File: config.mk
export PLATFORM = sky130hd
export DESIGN_NAME = alarm_controller
export DESIGN_NICKNAME = d
export VERILOG_FILES = /design/src/rtl/alarm_pkg.sv /design/src/rtl/alarm_controller_countdown.sv /design/src/rtl/alarm_controller.sv
export SDC_FILE = /design/constraint.sdc
export NUM_CORES = 1
export LEC_CHECK = 0
export BUFFER_PORTS_ARGS = -buffer_cell sky130_fd_sc_hd__clkbuf_2
export CAP_MARGIN = 20
export CORE_AREA = 3 3 49 51
export DETAILED_ROUTE_END_ITERATION = 10
export DIE_AREA = 0 0 52 54
export PLACE_DENSITY = 0.74
export SYNTH_ARGS = -nofsm -noshare
export SYNTH_HDL_FRONTEND = slang
export SYNTH_SLANG_ARGS = --single-unit
File: constraint.sdc
create_clock -name clock -period 1.9 [get_ports clock]
set_clock_uncertainty 0.1 [all_clocks]
set_input_delay 0.095 -clock clock [delete_from_list [all_inputs] [get_ports clock]]
set_output_delay 0.095 -clock clock [all_outputs]
set_load 0.02 [all_outputs]
File: src/rtl/alarm_pkg.sv
// Shared types and constants for the alarm controller.
// Holds the state encoding, BCD digit width and default minute lengths.
package alarm_pkg;

    localparam int BCD_W = 4;
    localparam int DEFAULT_SNOOZE_MIN = 5;
    localparam int DEFAULT_RING_TIMEOUT_MIN = 10;

    typedef enum logic [1:0] {
        IDLE    = 2'd0,
        RINGING = 2'd1,
        SNOOZE  = 2'd2,
        HOLD    = 2'd3
    } state_t;

endpackage

File: src/rtl/alarm_controller_countdown.sv
// minute_countdown: 4-bit minute down-counter with load and expiry flag.
// Ports: clock, reset (sync, active-high), load, load_value[3:0],
//        one_minute (tick) -> count[3:0], expire.
module minute_countdown
    import alarm_pkg::*;
(
    input  logic             clock,
    input  logic             reset,
    input  logic             load,
    input  logic [BCD_W-1:0] load_value,
    input  logic             one_minute,
    output logic [BCD_W-1:0] count,
    output logic             expire
);

    // A tick in the load cycle is dropped; the count never goes below 1
    // by ticking, so it cannot wrap.
    always_ff @(posedge clock) begin
        if (reset) begin
            count <= '0;
        end else if (load) begin
            count <= load_value;
        end else if (one_minute && count > 4'd1) begin
            count <= count - 4'd1;
        end
    end

    assign expire = one_minute && !load && (count == 4'd1);

endmodule

File: src/rtl/alarm_controller.sv
// alarm_controller: compares the alarm time with the running time and
// drives the buzzer, handling stop, snooze and automatic ring timeout.
// Ports: clock, reset (sync, active-high), one_minute, alarm_enable,
//        stop_alarm, snooze, alarm_time_* / current_time_* (BCD digits)
//        -> sound_alarm, snoozing (both decoded from the state register).
module alarm_controller
    import alarm_pkg::*;
#(
    parameter int SNOOZE_MIN       = DEFAULT_SNOOZE_MIN,
    parameter int RING_TIMEOUT_MIN = DEFAULT_RING_TIMEOUT_MIN
) (
    input  logic             clock,
    input  logic             reset,
    input  logic             one_minute,
    input  logic             alarm_enable,
    input  logic             stop_alarm,
    input  logic             snooze,
    input  logic [BCD_W-1:0] alarm_time_ms_hr,
    input  logic [BCD_W-1:0] alarm_time_ls_hr,
    input  logic [BCD_W-1:0] alarm_time_ms_min,
    input  logic [BCD_W-1:0] alarm_time_ls_min,
    input  logic [BCD_W-1:0] current_time_ms_hr,
    input  logic [BCD_W-1:0] current_time_ls_hr,
    input  logic [BCD_W-1:0] current_time_ms_min,
    input  logic [BCD_W-1:0] current_time_ls_min,
    output logic             sound_alarm,
    output logic             snoozing
);

    localparam logic [BCD_W-1:0] SNOOZE_LOAD = BCD_W'(SNOOZE_MIN);
    localparam logic [BCD_W-1:0] RING_LOAD   = BCD_W'(RING_TIMEOUT_MIN);

    state_t           state;
    state_t           next_state;
    logic             match_q;
    logic             ring_load;
    logic             ring_tick;
    logic             ring_expire;
    logic             snz_load;
    logic             snz_tick;
    logic             snz_expire;
    logic [BCD_W-1:0] ring_count;
    logic [BCD_W-1:0] snz_count;
    logic             unused_counts;

    always_ff @(posedge clock) begin
        if (reset) begin
            match_q <= 1'b0;
        end else begin
            match_q <= (alarm_time_ms_hr  == current_time_ms_hr)  &&
                       (alarm_time_ls_hr  == current_time_ls_hr)  &&
                       (alarm_time_ms_min == current_time_ms_min) &&
                       (alarm_time_ls_min == current_time_ls_min);
        end
    end

    // Counter controls mirror the FSM priorities so a counter only moves
    // when its transition would actually be taken.
    assign ring_tick = alarm_enable && (state == RINGING) &&
                       !stop_alarm && !snooze && one_minute;
    assign snz_tick  = alarm_enable && (state == SNOOZE) &&
                       !stop_alarm && one_minute;
    assign snz_load  = alarm_enable && (state == RINGING) &&
                       !stop_alarm && snooze;
    assign ring_load = alarm_enable &&
                       (((state == IDLE) && match_q) || snz_expire);

    minute_countdown u_ring (
        .clock      (clock),
        .reset      (reset),
        .load       (ring_load),
        .load_value (RING_LOAD),
        .one_minute (ring_tick),
        .count      (ring_count),
        .expire     (ring_expire)
    );

    minute_countdown u_snooze (
        .clock      (clock),
        .reset      (reset),
        .load       (snz_load),
        .load_value (SNOOZE_LOAD),
        .one_minute (snz_tick),
        .count      (snz_count),
        .expire     (snz_expire)
    );

    // Counts are only needed through the expire flags here.
    assign unused_counts = ^{ring_count, snz_count};

    always_ff @(posedge clock) begin
        if (reset) begin
            state <= IDLE;
        end else begin
            state <= next_state;
        end
    end

    always_comb begin
        next_state = state;
        if (!alarm_enable) begin
            next_state = IDLE;
        end else begin
            unique case (state)
                IDLE: begin
                    if (match_q) next_state = RINGING;
                end
                RINGING: begin
                    if (stop_alarm)       next_state = HOLD;
                    else if (snooze)      next_state = SNOOZE;
                    else if (ring_expire) next_state = HOLD;
                end
                SNOOZE: begin
                    if (stop_alarm)      next_state = HOLD;
                    else if (snz_expire) next_state = RINGING;
                end
                HOLD: begin
                    // Wait out the matching minute before re-arming.
                    if (!match_q) next_state = IDLE;
                end
                default: next_state = IDLE;
            endcase
        end
    end

    assign sound_alarm = (state == RINGING);
    assign snoozing    = (state == SNOOZE);

endmodule

==> impl_summary.md, run 1 <==
Status
The flow ran to the end, and the final reports show no timing, DRC or antenna violations.

Finish
The fill cell instance count of the final layout is 186. The count of antenna diodes in the layout is 0. The non-filler instance count after layout is 168. The library cell used most frequently in the layout, excluding fill and tap cells, is sky130_fd_sc_hd__clkbuf_2. In the layout the commonest cells are 39 x sky130_fd_sc_hd__clkbuf_2, 17 x sky130_fd_sc_hd__xor2_1, 11 x sky130_fd_sc_hd__dfxtp_1. The area growth from synthesis to layout is 25.8%.

The final core utilization is approximately 56%. The net count of the finished layout is about 180. The ratio of cells with drive above 1 in the final layout is ~34%.

Worst setup path
The worst register-to-register path has a setup slack of between 0.2 and 0.25 ns. The classification of the worst setup path is flop to flop. The arrival time reported for the critical path endpoint is 1.80 ns. The count of cells along the worst register-to-register path is 6.

The worst setup path is captured at a flop. The nature of the critical path startpoint is a flop. The data required time of the worst path is 2.00 ns. The startpoint identified for the worst register-to-register timing path is u_ring.count[1]. In this run the critical register-to-register path is captured at u_ring.count[1].

The highest fanout seen on the critical path is 4.

Global routing
The number of global-route vias before repair is around 800. Entering global routing, the biggest net connects 12 pins. The overall routing resource usage is between 10 and 15%. The first global-routing pass estimated about 3100 µm of wire.

The initial antenna violation count is 0. The remaining global-route overflow is 0.

Pwr
The clock network power share is roughly a third. The largest voltage drop on the vdd net is between 0.2 and 0.3 mV. The power density relative to cell area is around 430 nW/µm². The combinational group share of total power is roughly 18%. Net switching is about 25% of the power. Internal power comes to 357 µW. The net switching power is approximately 120 µW.

Of the total power, registers draw 48.4%. The static leakage power is 0.000517 µW.

Routing
The detail route stage leaves a number of antenna-violating nets equal to 0. The final wirelength is ~1900 µm. The number of DRC markers after the initial detailed-route iteration is 17. In the routed design, unresolved DRC markers number 0. The routed layout has 862 vias.

The final routed wire length divided by cell count is ~11 µm. The number of iterations in the first detailed-routing pass is 4. The via-per-instance ratio is approximately 5.1.

CTS
After clock tree synthesis, the setup repair step added 0 buffers. After clock tree synthesis, the flow added hold-fix buffers numbering 0. The clock transition at the register clock pins on the worst setup and hold paths after CTS is roughly 0.07 ns. The depth of the CTS H-tree is 1. TritonCTS built the clock tree. For the worst-skew pair, the clock arrives at the later sink with an insertion delay of between 0.2 and 0.3 ns. In this run the clock root is driven by a sky130_fd_sc_hd__clkbuf_4. Clock tree synthesis found a total of 11 sinks. Counting along the longest clock path gives a buffer depth of 2. Counting the buffers created by CTS gives 3. The post-CTS resize count is 0.

Logic synthesis
Among all flip-flop cells after synthesis, the most frequent one is sky130_fd_sc_hd__dfxtp_1. Of the total synthesized cell area, the portion taken by XOR and XNOR cells is between 10% and 20%. The cell area after technology mapping is between 800 and 900 µm². The fraction of the mapped netlist area in compound gates is 13.3%. The synthesized netlist devotes approximately 5.7% of its cell area to adder and majority cells. The share of synthesized flip-flops with an asynchronous set or reset is 0%. In the synthesized netlist, the number of instances is slightly above 100. In this run, synthesis inferred 0 flip-flops with an integrated enable.

The post-synthesis register bit count is 11. After synthesis, the largest family of logic cells by area is simple AND/OR/NAND/NOR gates. The post-synthesis cell type with the largest combined area is sky130_fd_sc_hd__dfxtp_1. The proportion of synthesized area in mux cells is roughly 3.5%. The share of the yosys chip area belonging to registers is between 20% and 30%. The top-area cell type share of the netlist area is ~25%.

The post-synthesis net count is around 140. By area the synthesized netlist is led by sky130_fd_sc_hd__dfxtp_1 25%, sky130_fd_sc_hd__xor2_1 17%, sky130_fd_sc_hd__ha_1 5.7%. The share of synthesized cell area in and, or, nand and nor gates is 28.4%.

Counting distinct cell types in the post-synthesis netlist gives 40. For this run, the number of Yosys warnings is 0. The post-synthesis area per instance is 8.65 µm².

Timing
The time the final worst path needs with I/O delays and setup is about 1.7 ns. Hold timing on the final database bottoms out at a slack of around 0.010 ns. The setup TNS is 0 ns. The headroom to the max-slew limit is 73.7%.

The number of endpoints with negative hold slack in the final report is 0. Setup repair after global routing left no endpoint under its margin. The max-slew violation count is 0. At the pin with the least slew margin, the transition time is 0.393 ns. After layout, the worst path uses 89.3% of the clock period. Setup violations remaining at the end of the flow were counted as 0. The achievable frequency is between 500 and 600 MHz.

Flow run
The tool flagged a number of max-cap violations equal to 0.

Floorplanning
The floorplan has 16 rows. Measured along the x axis, the die boundary spans about 52 µm. The height of the die is around 54 µm. The starting density of the core is between 40% and 50%.

The die footprint is 2810 µm². In this run the standard cell core region covers 1980 µm². In this run the count of I/O pins placed on the die edge is 40.

Hold path
The endpoint of the worst hold-timing path is u_snooze.count[0]. The source of the worst hold timing path is reset. The worst hold path belongs to the class primary input to flop. The cell depth of the worst hold path is 2.

Placement
Buffers placed on the I/O ports in this run total 39. Detailed placement ended at an HPWL of approximately 1600 µm. The number of placed instances with taps included is 164. The final weighted congestion in routability-driven placement is between 0.7 and 0.8.
==> cell usage after synthesis, types with 2 or more instances <==
library cell and instances:
sky130_fd_sc_hd__a21oi_1 3, sky130_fd_sc_hd__nor2_1 7, sky130_fd_sc_hd__nor2b_1 4, sky130_fd_sc_hd__ha_1 4, sky130_fd_sc_hd__a31oi_1 2, sky130_fd_sc_hd__nor4_1 3
sky130_fd_sc_hd__xor2_1 17, sky130_fd_sc_hd__nor3_1 5, sky130_fd_sc_hd__or3_1 2, sky130_fd_sc_hd__mux2i_1 2, sky130_fd_sc_hd__nand3_1 3, sky130_fd_sc_hd__dfxtp_1 11
sky130_fd_sc_hd__inv_1 5, sky130_fd_sc_hd__xnor2_1 2, sky130_fd_sc_hd__and3b_1 2, sky130_fd_sc_hd__o21ai_0 2, sky130_fd_sc_hd__nand2_1 5
==> cell families (layout without fill, tap and decap cells) <==
logic type	count (synthesis)	after routing
AO/OA/AOI/OAI	15	15
AND/OR/NAND/NOR	41	41
buffers and inverters	9	48
flip-flops	11	11
multiplexers	3	3
adder cells (fa/ha/maj)	4	4
XOR/XNOR	19	19
==> flip-flops by register name, indices dropped and copies added, names as in the netlist <==
| register | flops |
|---|---|
| u_ring.count | 4 |
| u_snooze.count | 4 |
| state | 2 |
| match_q | 1 |
==> layout make-up <==
cell class | count | area, µm² | share of cell area [%]
clock buffer | 4 | 26.3 | 2.37
inverter | 5 | 18.8 | 1.69
multi-input combinational | 82 | 616 | 55.5
sequential | 11 | 220 | 19.8
tap | 27 | 33.8 | 3.04
timing repair buffer | 39 | 195 | 17.6
==> worst max path at each step <==
| stage | startpoint | end |
|---|---|---|
| 4_1_cts | u_ring.count[0] | u_ring.count[1] |
| 3_5_place_dp | u_ring.count[1] | u_ring.count[1] |
| 6_report | u_ring.count[1] | u_ring.count[1] |
| 5_1_grt | u_ring.count[0] | u_ring.count[1] |
| 3_3_place_gp | u_ring.count[0] | u_ring.count[1] |
| 2_1_floorplan | state[0] | u_snooze.count[3] |
==> worst max-delay path, stage by stage, from the launching register on <==
cell and delay, ns:
sky130_fd_sc_hd__dfxtp_1 0.31, sky130_fd_sc_hd__inv_1 0.09, sky130_fd_sc_hd__ha_1 0.19, sky130_fd_sc_hd__nor2_1 0.06, sky130_fd_sc_hd__o311ai_2 0.35, sky130_fd_sc_hd__mux2_2 0.38, sky130_fd_sc_hd__a21oi_1 0.15
==> routing by layer <==
metal	up-vias	share of wire [%]	GRT usage, %
li1	442	-	-
met3	0	9.5	1.66
met2	48	47	25.1
met4	0	0	6.11
met5	-	0	0
met1	372	44	17.7
==> metrics by stage <==
stage	setup WS (ns)	instance area [µm²]	power (µW)
global placement	0.303	1080	317
floorplan	0.293	882	270
detailed placement	0.232	1080	320
finish	0.203	1110	476
CTS	0.212	1110	484
global route	0.0933	1110	499
==> power by group through the flow <==
stage	Sequential (µW)	Clock, µW	Combinational (µW)
2_1_floorplan	236	0	34.7
3_3_place_gp	236	0	81.5
3_5_place_dp	236	0	84.5
4_1_cts	230	169	84.8
5_1_grt	230	175	93.0
6_report	230	162	83.5
No activity file was read; power rests on OpenSTA's default activity.
==> inputs of run 2 (changes only) <==
CTS_BUF_LIST = sky130_fd_sc_hd__clkbuf_8   (was not set)
==> impl_summary.md, run 2 (synthesized netlist as in run 1, its figures left out) <==
CTS
The clock tree from TritonCTS is built (unchanged). The number of hold buffers added after cts is 0 (unchanged). The clock latency at the later pin of the worst-skew pair is 0.24 ns (was 0.27 ns). The clock transition at the register clock pins on the worst setup and hold paths after CTS was 0.05 ns (was 0.07 ns). The clock sink total is 11 (unchanged).

The number of buffers created by CTS came to 3 (unchanged). The number of buffers added for setup after CTS came to 0 (unchanged). The post-CTS resize count is 0 (unchanged).

The cell at the root of the clock tree is sky130_fd_sc_hd__clkbuf_8 (was sky130_fd_sc_hd__clkbuf_4). The depth of the CTS H-tree is 1 (unchanged). The maximum clock insertion buffer count was 2 (unchanged).

Routing
The final wirelength is 1990 µm (was 1910 µm). The remaining routing DRC violations is 0 (unchanged). The total vias in the final route is 863 (was 862).

The number of DRC markers after the initial detailed-route iteration is 16 (was 17). The via-per-instance ratio is 5.14 (was 5.13). The number of iterations in the first detailed-routing pass is 4 (unchanged). The final routed wire length divided by cell count is 11.8 µm (was 11.4 µm). The post-detailed-route count of antenna-violating nets is 0 (unchanged).

Global routing
The largest net degree at the start of global routing is 12 (unchanged). The remaining global-route overflow is 0 (unchanged). The number of global-route vias before repair is 819 (was 803). The initial antenna violation count came to 0 (unchanged). The wire length of the first global-routing pass is 3230 µm (was 3110 µm).

The overall routing resource usage is 15.5% (was 14.4%).

Timing
The achievable frequency came to 594 MHz (was 589 MHz). The final clock period utilization by the worst path is 88.6% (was 89.3%). The max-slew violation count is 0 (unchanged). The number of endpoints with negative hold slack in the final report is 0 (unchanged). The setup TNS is 0 ns (unchanged). The time the final worst path needs with I/O delays and setup is 1.68 ns (was 1.70 ns). The final count of negative-setup-slack endpoints is 0 (unchanged). The transition time of the tightest slew-check pin is 0.382 ns (was 0.393 ns).

Unrepaired setup endpoints after global routing: no (unchanged). The headroom to the max-slew limit is 74.5% (was 73.7%).

Finish
The finished layout cell area is 1130 µm² (was 1110 µm²). The fill cell instance count of the final layout was 183 (was 186). The total area of sequential cells is 220 µm² (unchanged). Top Registers: u_ring.count: 4 flops, u_snooze.count: 4 flops, state: 2 flops (unchanged). The area occupied by multi-input gates came to 616 µm² (unchanged). The area added between synthesis and finish is 27.9% (was 25.8%). Leading cell types in the layout, fill and taps excluded: 39 x sky130_fd_sc_hd__clkbuf_2, 17 x sky130_fd_sc_hd__xor2_1, 11 x sky130_fd_sc_hd__dfxtp_1 (unchanged). The ratio of cells with drive above 1 in the final layout came to 34.0% (unchanged). The net count of the finished layout is 184 (unchanged). The count of antenna diodes in the layout is 0 (unchanged). The most common library cell in the layout ignoring fill and taps is sky130_fd_sc_hd__clkbuf_2 (unchanged).

Worst setup path
The worst-case register-to-register setup slack was 0.22 ns (was 0.20 ns). The data required time of the worst path is 1.97 ns (was 2.00 ns). The critical path endpoint category is a flop (unchanged). The launch point of the worst path is u_ring.count[1] (unchanged). The nature of the critical path startpoint was a flop (unchanged).

Cells along the critical path: inv_1 > ha_1 > nor2_1 > o311ai_2 > mux2_2 > a21oi_1 (unchanged). The worst reg2reg path startpoint is u_ring.count[1] (unchanged). The standard cell with the maximum stage delay on the critical path was sky130_fd_sc_hd__mux2_2 (unchanged). The highest fanout seen on the critical path is 4 (unchanged).

The arrival time reported for the critical path endpoint is 1.75 ns (was 1.80 ns). The maximum cell stage delay along the critical path came to 0.38 ns (about the same). The number of buffer and inverter stages on the critical path was 1 (unchanged).

The classification of the worst setup path is flop to flop (unchanged). The top cell family by delay on the critical path is compound AO/OA/AOI/OAI gates (unchanged).

Placement
The count of input and output buffers came to 39 (unchanged). The HPWL after detailed placement was 1620 µm (unchanged). The placement-stage cell area is 1080 µm² (unchanged). The final weighted congestion in routability-driven placement was 0.748 (unchanged).

Flow run
The number of maximum-capacitance constraint violations is 0 (unchanged).

Hold path
The source of the worst hold timing path is reset (unchanged). The path type of the worst min-delay path is primary input to flop (unchanged).

Pwr
The static leakage power is 0.000529 µW (was 0.000517 µW). The power density relative to cell area is 485 nW/µm² (was 429 nW/µm²). The largest voltage drop on the vdd net is 0.310 mV (was 0.257 mV).

Floorplanning
The standard-cell row count is 16 (unchanged). The area of the core is 1980 µm² (unchanged). The height of the die is 54 µm (unchanged). The die footprint is 2810 µm² (unchanged). The starting density of the core is 44.5% (unchanged). The number of top-level pins came to 40 (unchanged). The overall die width is 52 µm (unchanged).

Status
Outcome: finished clean (unchanged).
## run 2: cell types whose count changed in the layout (fill, tap and decap cells not counted)
cell,previous run,this run
sky130_fd_sc_hd__clkbuf_8,0,3
sky130_fd_sc_hd__clkbuf_4,3,0
sky130_fd_sc_hd__clkbuf_1,1,0
sky130_fd_sc_hd__inv_1,5,6
## run 2: metal layers
metal  vias to the layer above  track usage (%)  share of wire [%]
met1                       369             17.6                 42
li1                        444                -                  -
met2                        45             27.8                 46
met4                         0             9.17                2.7
met5                         -                0                  0
met3                         5             1.66                8.6
## run 2: worst reg2reg max path: stages (launching register included)
cell                       delay, ns
sky130_fd_sc_hd__dfxtp_1        0.30
sky130_fd_sc_hd__inv_1          0.09
sky130_fd_sc_hd__ha_1           0.19
sky130_fd_sc_hd__nor2_1         0.06
sky130_fd_sc_hd__o311ai_2       0.34
sky130_fd_sc_hd__mux2_2         0.38
sky130_fd_sc_hd__a21oi_1        0.15
## run 2: final timing paths
check	to	cells after the start
min	u_snooze.count[0]	2
max	u_ring.count[1]	6
min reg2reg	u_snooze.count[3]	2
max reg2reg	u_ring.count[1]	6
## run 2: layout make-up
cell class / count / share of cell area (%)
clock inverter: 1 / 0.333
sequential: 11 / 19.5
multi-input combinational: 82 / 54.5
tap: 27 / 2.99
timing repair buffer: 39 / 17.3
inverter: 5 / 1.66
clock buffer: 3 / 3.66
## run 2: where the power goes
| group | leakage, µW | internal, µW | switching, µW |
|---|---|---|---|
| combinational | 0.000413 | 45.6 | 38.0 |
| sequential | 0.0000885 | 231 | 0.00196 |
| clock | 0.0000269 | 142 | 90.8 |
| total | 0.000529 | 419 | 129 |
## run 2: per-stage QoR
stage | setup WS (ns) | hold WS [ns] | total power, µW | utilization (%) | instances
6_report | 0.216 | 0.0481 | 548 | 56.9 | 168
5_1_grt | 0.0986 | 0.0661 | 574 | 56.9 | 168
4_1_cts | 0.213 | 0.0472 | 554 | 56.9 | 168
3_5_place_dp | 0.232 | 0.302 | 320 | 54.7 | 164
3_3_place_gp | 0.303 | 0.301 | 317 | 54.7 | 164
2_1_floorplan | 0.293 | 0.166 | 270 | - | 102
==> inputs of run 3 (changes only) <==
CORE_AREA = 3 3 47 49   (was 3 3 49 51)
DIE_AREA = 0 0 50 52   (was 0 0 52 54)
PLACE_DENSITY = 0.79   (was 0.74)
==> impl_summary.md, run 3 (synthesized netlist as in run 1, its figures left out) <==
Status
Outcome: finished clean (unchanged).

Finish
Leading cell types in the layout, fill and taps excluded: 39 x sky130_fd_sc_hd__clkbuf_2, 17 x sky130_fd_sc_hd__xor2_1, 11 x sky130_fd_sc_hd__dfxtp_1 (unchanged). The ratio of cells with drive above 1 in the final layout is 34.0% (unchanged). The area occupied by multi-input gates is 616 µm² (unchanged). The net count of the finished layout is 184 (unchanged). The area added between synthesis and finish was 27.9% (unchanged). The most common library cell in the layout ignoring fill and taps is sky130_fd_sc_hd__clkbuf_2 (unchanged).

The fill cell instance count of the final layout is 166 (was 183). The count of antenna diodes in the layout is 0 (unchanged). Top Registers: u_ring.count: 4 flops, u_snooze.count: 4 flops, state: 2 flops (unchanged). The total area of sequential cells is 220 µm² (unchanged).

CTS
The number of buffers added for setup after CTS is 0 (unchanged). The number of hold buffers added after cts is 0 (unchanged). The clock sink total is 11 (unchanged). The post-CTS resize count is 0 (unchanged). The clock tree from TritonCTS was built (unchanged). The number of buffers created by CTS was 3 (unchanged). The clock transition at the register clock pins on the worst setup and hold paths after CTS is 0.05 ns (about the same). The cell at the root of the clock tree is sky130_fd_sc_hd__clkbuf_8 (unchanged). The depth of the CTS H-tree is 1 (unchanged).

The clock latency at the later pin of the worst-skew pair is 0.23 ns (was 0.24 ns). The maximum clock insertion buffer count is 2 (unchanged).

Timing
The final count of negative-setup-slack endpoints is 0 (unchanged). The final hold slack is 0.0585 ns (was 0.0481 ns). The number of endpoints with negative hold slack in the final report is 0 (unchanged).

The final clock period utilization by the worst path came to 86.7% (was 88.6%). The transition time of the tightest slew-check pin came to 0.379 ns (was 0.382 ns). The setup TNS is 0 ns (unchanged).

The achievable frequency was 607 MHz (was 594 MHz). Unrepaired setup endpoints after global routing: no (unchanged). The headroom to the max-slew limit is 74.7% (was 74.5%). The max-slew violation count is 0 (unchanged). The time the final worst path needs with I/O delays and setup is 1.65 ns (was 1.68 ns). The slack of the critical path is 0.253 ns (was 0.216 ns).

Global routing
The overall routing resource usage was 15.9% (was 15.5%). The wire length of the first global-routing pass was 3260 µm (was 3230 µm). The largest net degree at the start of global routing came to 12 (unchanged).

The remaining global-route overflow is 0 (unchanged). The initial antenna violation count is 0 (unchanged). The number of global-route vias before repair is 867 (was 819).

Routing
The remaining routing DRC violations is 0 (unchanged). The final routed wire length divided by cell count is 11.5 µm (was 11.8 µm). The via-per-instance ratio is 5.15 (was 5.14). The number of DRC markers after the initial detailed-route iteration was 14 (was 16). The post-detailed-route count of antenna-violating nets came to 0 (unchanged). The total vias in the final route is 866 (was 863).

The final wirelength is 1930 µm (was 1990 µm). The number of iterations in the first detailed-routing pass came to 4 (unchanged).

Floorplanning
The area of the core is 1900 µm² (was 1980 µm²). The starting density of the core is 46.4% (was 44.5%). The number of top-level pins is 40 (unchanged). The standard-cell row count is 16 (unchanged).

The die footprint came to 2600 µm² (was 2810 µm²). The height of the die was 52 µm (was 54 µm). The overall die width was 50 µm (was 52 µm).

Worst setup path
The data required time of the worst path is 1.96 ns (was 1.97 ns). The arrival time reported for the critical path endpoint came to 1.71 ns (was 1.75 ns). The nature of the critical path startpoint is a flop (unchanged). The highest fanout seen on the critical path is 4 (unchanged). The classification of the worst setup path was flop to flop (unchanged). The critical path endpoint category is a flop (unchanged).

Placement
The final weighted congestion in routability-driven placement is 0.837 (was 0.748). The post-placement worst setup slack was 0.255 ns (was 0.232 ns). The count of input and output buffers was 39 (unchanged).

The HPWL after detailed placement came to 1680 µm (was 1620 µm).

Flow run
The number of maximum-capacitance constraint violations is 0 (unchanged).

Hold path
The path type of the worst min-delay path was primary input to flop (unchanged).

Pwr
The static leakage power came to 0.000529 µW (unchanged). The largest voltage drop on the vdd net came to 0.257 mV (was 0.310 mV). The power density relative to cell area is 475 nW/µm² (was 485 nW/µm²).
==> run 3: cell counts in the layout (fill, tap and decap cells not counted) <==
Identical to the previous run, type by type.
==> run 3: final cells by class <==
class | count | area share [%]
inverters | 5 | 1.66
multi-input cells | 82 | 54.5
flip-flops and latches | 11 | 19.5
clock buffers | 3 | 3.66
clock inverters | 1 | 0.333
well taps | 27 | 2.99
repair buffers | 39 | 17.3
==> run 3: stage by stage <==
step           total power (µW)  instance area [µm²]  cells  utilization, %
2_1_floorplan               270                  882    102               -
3_3_place_gp                317                 1080    164            57.0
4_1_cts                     547                 1130    168            59.3
5_1_grt                     570                 1130    168            59.3
6_report                    536                 1130    168            59.3
3_5_place_dp                321                 1080    164            57.0
==> run 3: path summary, 6_finish.rpt <==
kind / startpoint / end / slack, ns / cells past startpoint
hold / removal: reset / u_snooze.count[0] / 0.06 / 2
setup reg to reg: u_ring.count[0] / u_ring.count[1] / 0.25 / 6
hold reg to reg: u_snooze.count[3] / u_snooze.count[3] / 0.42 / 2
setup / recovery: u_ring.count[0] / u_ring.count[1] / 0.25 / 6
==> run 3: power by group <==
part / total (µW) / switching (µW) / internal (µW) / leakage [µW]
clock: 219 / 78.4 / 141 / 0.0000269
sequential: 231 / 0.00193 / 231 / 0.0000885
combinational: 84.9 / 39.2 / 45.7 / 0.000413
==> run 3: worst max-delay path, cell delays in order, from the launching register on <==
cell and delay (ns):
sky130_fd_sc_hd__dfxtp_1 0.31, sky130_fd_sc_hd__inv_1 0.09, sky130_fd_sc_hd__ha_1 0.17, sky130_fd_sc_hd__nor2_1 0.06, sky130_fd_sc_hd__o311ai_2 0.34, sky130_fd_sc_hd__mux2_2 0.38, sky130_fd_sc_hd__a21oi_1 0.13
==> run 3: per-layer routing <==
layer / up-vias / wire (µm) / GRT usage, %
li1: 441 / - / -
met1: 376 / 782 / 17.7
met2: 47 / 942 / 29.8
met3: 2 / 192 / 3.15
met4: 0 / 17 / 5.53
met5: - / 0 / 0
